$ cat src/rtl/mc_pkg.sv
// Shared encodings for the parametrised multicycle datapath: control codes,
// ALU operations, funct values and instruction field positions.
package mc_pkg;

  localparam logic [1:0] AluOpAdd   = 2'b00;
  localparam logic [1:0] AluOpSub   = 2'b01;
  localparam logic [1:0] AluOpFunct = 2'b10;
  localparam logic [1:0] AluOpOr    = 2'b11;

  localparam logic [1:0] SrcBReg  = 2'b00;
  localparam logic [1:0] SrcBOne  = 2'b01;
  localparam logic [1:0] SrcBImm  = 2'b10;
  localparam logic [1:0] SrcBImmW = 2'b11;

  localparam logic [1:0] PcSrcAlu    = 2'b00;
  localparam logic [1:0] PcSrcAluOut = 2'b01;
  localparam logic [1:0] PcSrcJump   = 2'b10;
  localparam logic [1:0] PcSrcHold   = 2'b11;

  typedef enum logic [2:0] {AluAdd, AluSub, AluAnd, AluOr, AluSlt, AluNor} alu_ctrl_e;

  typedef enum logic {MemIdle, MemWait} mem_state_e;

  localparam logic [5:0] FunctAdd = 6'h20;
  localparam logic [5:0] FunctSub = 6'h22;
  localparam logic [5:0] FunctAnd = 6'h24;
  localparam logic [5:0] FunctOr  = 6'h25;
  localparam logic [5:0] FunctSlt = 6'h2A;
  localparam logic [5:0] FunctNor = 6'h27;

  localparam int unsigned FieldW = 6;
  localparam int unsigned OpLsb  = 26;
  localparam int unsigned RsLsb  = 21;
  localparam int unsigned RtLsb  = 16;
  localparam int unsigned RdLsb  = 11;
  localparam int unsigned ImmW   = 16;
  localparam int unsigned JumpW  = 26;

  function automatic logic [31:0] sign_ext16(input logic [ImmW-1:0] imm);
    return {{(32 - ImmW){imm[ImmW-1]}}, imm};
  endfunction

endpackage

$ cat src/rtl/mc_alu.sv
// Combinational ALU control decode (ALUOp plus funct) and 32-bit ALU.
module mc_alu
  import mc_pkg::*;
(
  input  logic [1:0]  alu_op_i,
  input  logic [5:0]  funct_i,
  input  logic [31:0] a_i,
  input  logic [31:0] b_i,
  output logic [31:0] result_o,
  output logic        zero_o
);

  alu_ctrl_e ctrl;

  always_comb begin
    ctrl = AluAdd;
    unique case (alu_op_i)
      AluOpAdd: ctrl = AluAdd;
      AluOpSub: ctrl = AluSub;
      AluOpOr:  ctrl = AluOr;
      AluOpFunct: begin
        case (funct_i)
          FunctAdd: ctrl = AluAdd;
          FunctSub: ctrl = AluSub;
          FunctAnd: ctrl = AluAnd;
          FunctOr:  ctrl = AluOr;
          FunctSlt: ctrl = AluSlt;
          FunctNor: ctrl = AluNor;
          default:  ctrl = AluAdd;
        endcase
      end
    endcase
  end

  always_comb begin
    result_o = a_i + b_i;
    case (ctrl)
      AluAdd:  result_o = a_i + b_i;
      AluSub:  result_o = a_i - b_i;
      AluAnd:  result_o = a_i & b_i;
      AluOr:   result_o = a_i | b_i;
      AluSlt:  result_o = {31'b0, $signed(a_i) < $signed(b_i)};
      AluNor:  result_o = ~(a_i | b_i);
      default: result_o = a_i + b_i;
    endcase
  end

  assign zero_o = (result_o == '0);

endmodule

$ cat src/rtl/mc_datapath_p.sv
// Parametrised multicycle datapath: holding registers, register file, ALU muxes
// and a req/ack memory port whose wait states freeze all architectural state.
module mc_datapath_p
  import mc_pkg::*;
#(
  parameter int unsigned ADDR_W   = 16,
  parameter int unsigned NREGS    = 32,
  parameter logic [31:0] RESET_PC = 32'h0
) (
  input  logic              clk,
  input  logic              reset,
  input  logic              PCWrite,
  input  logic              PCWriteCond,
  input  logic              BranchNe,
  input  logic              IorD,
  input  logic              MemRead,
  input  logic              MemWrite,
  input  logic              MemtoReg,
  input  logic              IRWrite,
  input  logic              ALUSrcA,
  input  logic              RegWrite,
  input  logic              RegDst,
  input  logic [1:0]        PCSource,
  input  logic [1:0]        ALUSrcB,
  input  logic [1:0]        ALUOp,
  output logic [5:0]        opCode,
  output logic [5:0]        funct,
  output logic              stall,
  output logic              mem_req,
  output logic              mem_we,
  output logic [ADDR_W-1:0] mem_addr,
  output logic [31:0]       mem_wdata,
  input  logic [31:0]       mem_rdata,
  input  logic              mem_ack
);

  localparam int unsigned RaW = $clog2(NREGS);

  logic [31:0] pc_q, pc_d;
  logic [31:0] ir_q, ir_d;
  logic [31:0] mdr_q, mdr_d;
  logic [31:0] a_q, a_d;
  logic [31:0] b_q, b_d;
  logic [31:0] aluout_q, aluout_d;
  logic [31:0] rf_q [NREGS];
  logic [31:0] rf_d [NREGS];
  mem_state_e  mem_state_q, mem_state_d;

  logic [RaW-1:0] rs_idx, rt_idx, rd_idx, wr_idx;
  logic [31:0]    alu_a, alu_b, alu_result, wr_data, pc_next;
  logic           alu_zero, pc_en, read_done, rf_we;

  assign opCode = ir_q[OpLsb +: FieldW];
  assign funct  = ir_q[FieldW-1:0];

  // Upper index bits are dropped when NREGS < 32.
  assign rs_idx = ir_q[RsLsb +: RaW];
  assign rt_idx = ir_q[RtLsb +: RaW];
  assign rd_idx = ir_q[RdLsb +: RaW];

  assign mem_req   = (mem_state_q == MemWait) | MemRead | MemWrite;
  assign mem_we    = MemWrite;
  assign stall     = mem_req & ~mem_ack;
  assign read_done = mem_req & mem_ack & ~MemWrite;
  assign mem_addr  = IorD ? aluout_q[ADDR_W-1:0] : pc_q[ADDR_W-1:0];
  assign mem_wdata = b_q;

  always_comb begin
    alu_a = ALUSrcA ? a_q : pc_q;
    alu_b = b_q;
    unique case (ALUSrcB)
      SrcBReg:           alu_b = b_q;
      SrcBOne:           alu_b = 32'd1;
      SrcBImm, SrcBImmW: alu_b = sign_ext16(ir_q[ImmW-1:0]);
    endcase
  end

  mc_alu u_alu (
    .alu_op_i (ALUOp),
    .funct_i  (ir_q[FieldW-1:0]),
    .a_i      (alu_a),
    .b_i      (alu_b),
    .result_o (alu_result),
    .zero_o   (alu_zero)
  );

  always_comb begin
    pc_next = pc_q;
    unique case (PCSource)
      PcSrcAlu:    pc_next = alu_result;
      PcSrcAluOut: pc_next = aluout_q;
      PcSrcJump:   pc_next = {pc_q[31:JumpW], ir_q[JumpW-1:0]};
      PcSrcHold:   pc_next = pc_q;
    endcase
  end

  assign pc_en   = PCWrite | (PCWriteCond & (alu_zero ^ BranchNe));
  assign wr_idx  = RegDst ? rd_idx : rt_idx;
  assign wr_data = MemtoReg ? mdr_q : aluout_q;
  assign rf_we   = RegWrite & ~stall & (wr_idx != '0);

  always_comb begin
    pc_d     = pc_q;
    ir_d     = ir_q;
    mdr_d    = mdr_q;
    a_d      = a_q;
    b_d      = b_q;
    aluout_d = aluout_q;
    rf_d     = rf_q;
    if (!stall) begin
      a_d      = rf_q[rs_idx];
      b_d      = rf_q[rt_idx];
      aluout_d = alu_result;
      if (pc_en) pc_d = pc_next;
      if (rf_we) rf_d[wr_idx] = wr_data;
    end
    // A completed read can only happen in a non-stalled cycle.
    if (read_done) begin
      mdr_d = mem_rdata;
      if (IRWrite) ir_d = mem_rdata;
    end
  end

  always_comb begin
    mem_state_d = mem_state_q;
    unique case (mem_state_q)
      MemIdle: if (mem_req && !mem_ack) mem_state_d = MemWait;
      MemWait: if (mem_ack) mem_state_d = MemIdle;
    endcase
  end

  always_ff @(posedge clk) begin
    if (reset) begin
      pc_q        <= RESET_PC;
      ir_q        <= '0;
      mdr_q       <= '0;
      a_q         <= '0;
      b_q         <= '0;
      aluout_q    <= '0;
      rf_q        <= '{default: '0};
      mem_state_q <= MemIdle;
    end else begin
      pc_q        <= pc_d;
      ir_q        <= ir_d;
      mdr_q       <= mdr_d;
      a_q         <= a_d;
      b_q         <= b_d;
      aluout_q    <= aluout_d;
      rf_q        <= rf_d;
      mem_state_q <= mem_state_d;
    end
  end

endmodule
$ cat config.mk
export PLATFORM = sky130hd
export DESIGN_NAME = mc_datapath_p
export DESIGN_NICKNAME = d
export VERILOG_FILES = /design/src/rtl/mc_pkg.sv /design/src/rtl/mc_alu.sv /design/src/rtl/mc_datapath_p.sv
export SDC_FILE = /design/constraint.sdc
export NUM_CORES = 2
export LEC_CHECK = 0
export CAP_MARGIN = 20
export CORE_MARGIN = 2
export CORE_UTILIZATION = 50
export CTS_BUF_LIST = sky130_fd_sc_hd__clkbuf_4
export CTS_CLUSTER_SIZE = 16
export DETAILED_ROUTE_END_ITERATION = 8
export PLACE_DENSITY = 0.77
export SLEW_MARGIN = 20
export SYNTH_ARGS = -nofsm -noshare
export SYNTH_HDL_FRONTEND = slang
export SYNTH_HIERARCHICAL = 1
export SYNTH_SLANG_ARGS = --single-unit
$ cat constraint.sdc
create_clock -name clk -period 9.6 [get_ports clk]
set_input_delay 2.4 -clock clk [delete_from_list [all_inputs] [get_ports clk]]
set_output_delay 2.4 -clock clk [all_outputs]
set_load 0.05 [all_outputs]
==> out/qor.yml <==
synthArstFlopShare_pct: 0
min_path_type: "reg2reg"
synthFlopType: "dfxtp_1"
fin_hold_ws_ns: 0.453
synth_seq_area_share_pct: 37.6
cp-start-kind: "input pin"
cts-root-buf: "clkbuf_4"
via_per_inst: 6.63
cts-resized-gates: 0
clk_pin_slew_worst_paths_ns: 0.07
cp.required_ns: 10.73
worstPathMaxFanout: 26
cts_made_buffers: 328
synth_enable_flop_cells: 0
final_hold_viol_count: 0
die_h_um: 364
dr.first_iter.drc_count: 8143
worst_pin_slew_ns: 1.18
grt_max_degree: 241
cap_violations: 0
crit_path_end_kind: "flip-flop"
cts_buffer_depth: 4
relSlewSlack_pct: 21.2
yosysWarnings: 6
cts.sinks: 1217
dr.pass1.iters: 9
place.gp.congestion: 1.00
num-fill-cells: 11322
ioPinCount: 115
synth.most_common_cell: "dfxtp_1"
grt_pass1_wl_um: 339000
slew_violations: 0
avgRoutedWirePerCell_um: 26.2
vias: 58028
drive_gt1_share_pct: 17.8
grtUsageTotal_pct: 33.4
min_period_ns: 8.07
overflow: 0
synthTopCellsByArea: "dfxtp_1 38%, a211oi_1 12%, mux4_2 8.9%"
antenna_violating_nets_post_route: 0
ys_ff_latch: 1217
drc: 0
synth_top_area_share_pct: 37.6
die_w_um: 364
synth_cell_types: 91
portBuffers: 114
rsz0062_at_grt: "false"
crit_type: "in2reg"
row_count: 132
p_per_area_nw_per_um2: 153
cts_tree: "done"
final_nets: 6976
fmax_mhz: 124
syn2layout_area_growth_pct: 8.45
core_region_area_um2: 129000
status: "finished clean"
regArea_um2: 24400
min_period_over_period_pct: 84.0
syn_area_per_cell_um2: 9.24
tns_ns: 0
leakage_nw: 21.8
synth_commonest_cells: "1217 x dfxtp_1, 1105 x nor2_1, 1071 x a211oi_1"
mappedNetlistArea_um2: 64800
yosys.area.top_type: "dfxtp_1"
cts_setup_buffers: 0
critPathArrivalTime_ns: 9.20
start_util_pct: 50.2
antenna_found_initial: 24
grt_pass1_vias: 54882
wl_um: 229000
die_area_um2: 133000
setup_viol: 0
ctsHtreeMaxLevel: 5
dpl.hpwl_um: 138000
netlist_instances: 7014
finClkSkew_ns: 0.0788
hold_buffers: 0
synth_nets: 7167
peakVddDrop_v: 0.0000919
worstSkewPairLatency_ns: 1.28
multi_input_area_um2: 37100
-- worst max-delay path, stage by stage --
cell and delay, ns:
clkdlybuf4s50_1 0.74, nand2b_1 0.29, o21ai_0 0.25, inv_1 0.10, ha_1 0.48, inv_1 0.19
o31ai_1 0.49, a31oi_1 0.25, a211oi_1 0.32, a211oi_1 0.11, a31oi_1 0.37, o221a_1 0.26
a21oi_1 0.06, or2_2 0.31, or4b_2 0.69, nor4_2 0.31, xor2_1 0.11, a21oi_1 0.31
or3_1 0.83, nand2_1 0.13, a21oi_1 0.17
-- logic make-up after synthesis --
family,Yosys count,synth area share (%)
AOI/OAI and AO/OA,2104,23.0
xor gates and xnor gates,8,0.108
adders and majority gates,101,1.97
buffers and inverters,870,5.89
DFF,1217,37.6
muxes,924,19.7
and+or+nand+nor,1790,11.8
-- layout make-up --
type	count	area share (%)
Clock inverter	40	0.368
Tap cell	1742	3.10
Sequential cell	1217	34.7
Timing Repair Buffer	249	3.57
Clock buffer	465	4.96
Antenna cell	12	0.0427
Inverter	100	0.534
Multi-Input combinational cell	4927	52.7
-- routing by layer --
metal | routed length, um | vias up | track usage [%] | part of all wire [%]
met5 | 334 | - | 0.472 | 0.15
li1 | - | 25774 | - | -
met4 | 13200 | 40 | 19.1 | 5.7
met2 | 97500 | 3698 | 48.9 | 42
met3 | 30300 | 815 | 10.7 | 13
met1 | 88100 | 27701 | 43.4 | 38
-- report_power, final --
group | switching (mW) | internal [mW]
logic | 0.753 | 0.363
clock network | 2.13 | 2.30
registers | 0.0958 | 5.09
total | 2.98 | 7.75
-- sequential cells by signal (all words and copies together), names as in the netlist --
signal and cells:
ir_q 32, aluout_q 32, mem_state_q 1, rf_q 1024
mdr_q 32, a_q 32, pc_q 32, mem_wdata 32
-- through the flow --
stage	cells	util [%]	power (mW)	setup WS, ns	cell area [um2]
final	8752	54.4	10.7	1.53	70300
after global routing	8747	54.4	11.1	1.30	70300
after CTS	8726	54.2	10.7	1.77	70000
after detailed placement	8221	51.3	6.35	0.487	66200
after global placement	8220	51.3	6.34	0.585	66200
after floorplan	7014	-	5.97	2.11	64800
-- placed cells by master, fill, tap and decap left out, types with 13 or more instances in the layout --
cell and count:
a211oi_1 1071, a21o_1 28, a21oi_1 395, a221o_1 21, a221oi_1 81, a22oi_1 159, a31oi_1 13, buf_4 111
clkbuf_4 465, clkdlybuf4s50_1 111, clkinv_1 28, dfxtp_1 1207, ha_1 98, inv_1 99, mux2_2 245, mux2i_1 389
mux2i_4 23, mux4_2 256, nand2_1 391, nand2b_1 28, nand3_1 13, nor2_1 1102, nor2_4 34, nor2b_1 105
nor3_1 25, o21ai_0 82, o22ai_1 75, o31ai_1 14, o41ai_1 66
-- path summary, 6_finish.rpt --
path                                   start  endpoint  slack (ns)  cells past startpoint
worst min register to register      pc_q[25]  pc_q[25]        0.45                      2
worst max register to register  mem_wdata[8]  pc_q[20]        2.81                     20
worst max-delay path              ALUSrcB[0]  pc_q[20]        1.53                     21
worst min-delay path                pc_q[25]  pc_q[25]        0.45                      2
No activity file was read; power rests on OpenSTA's default activity.
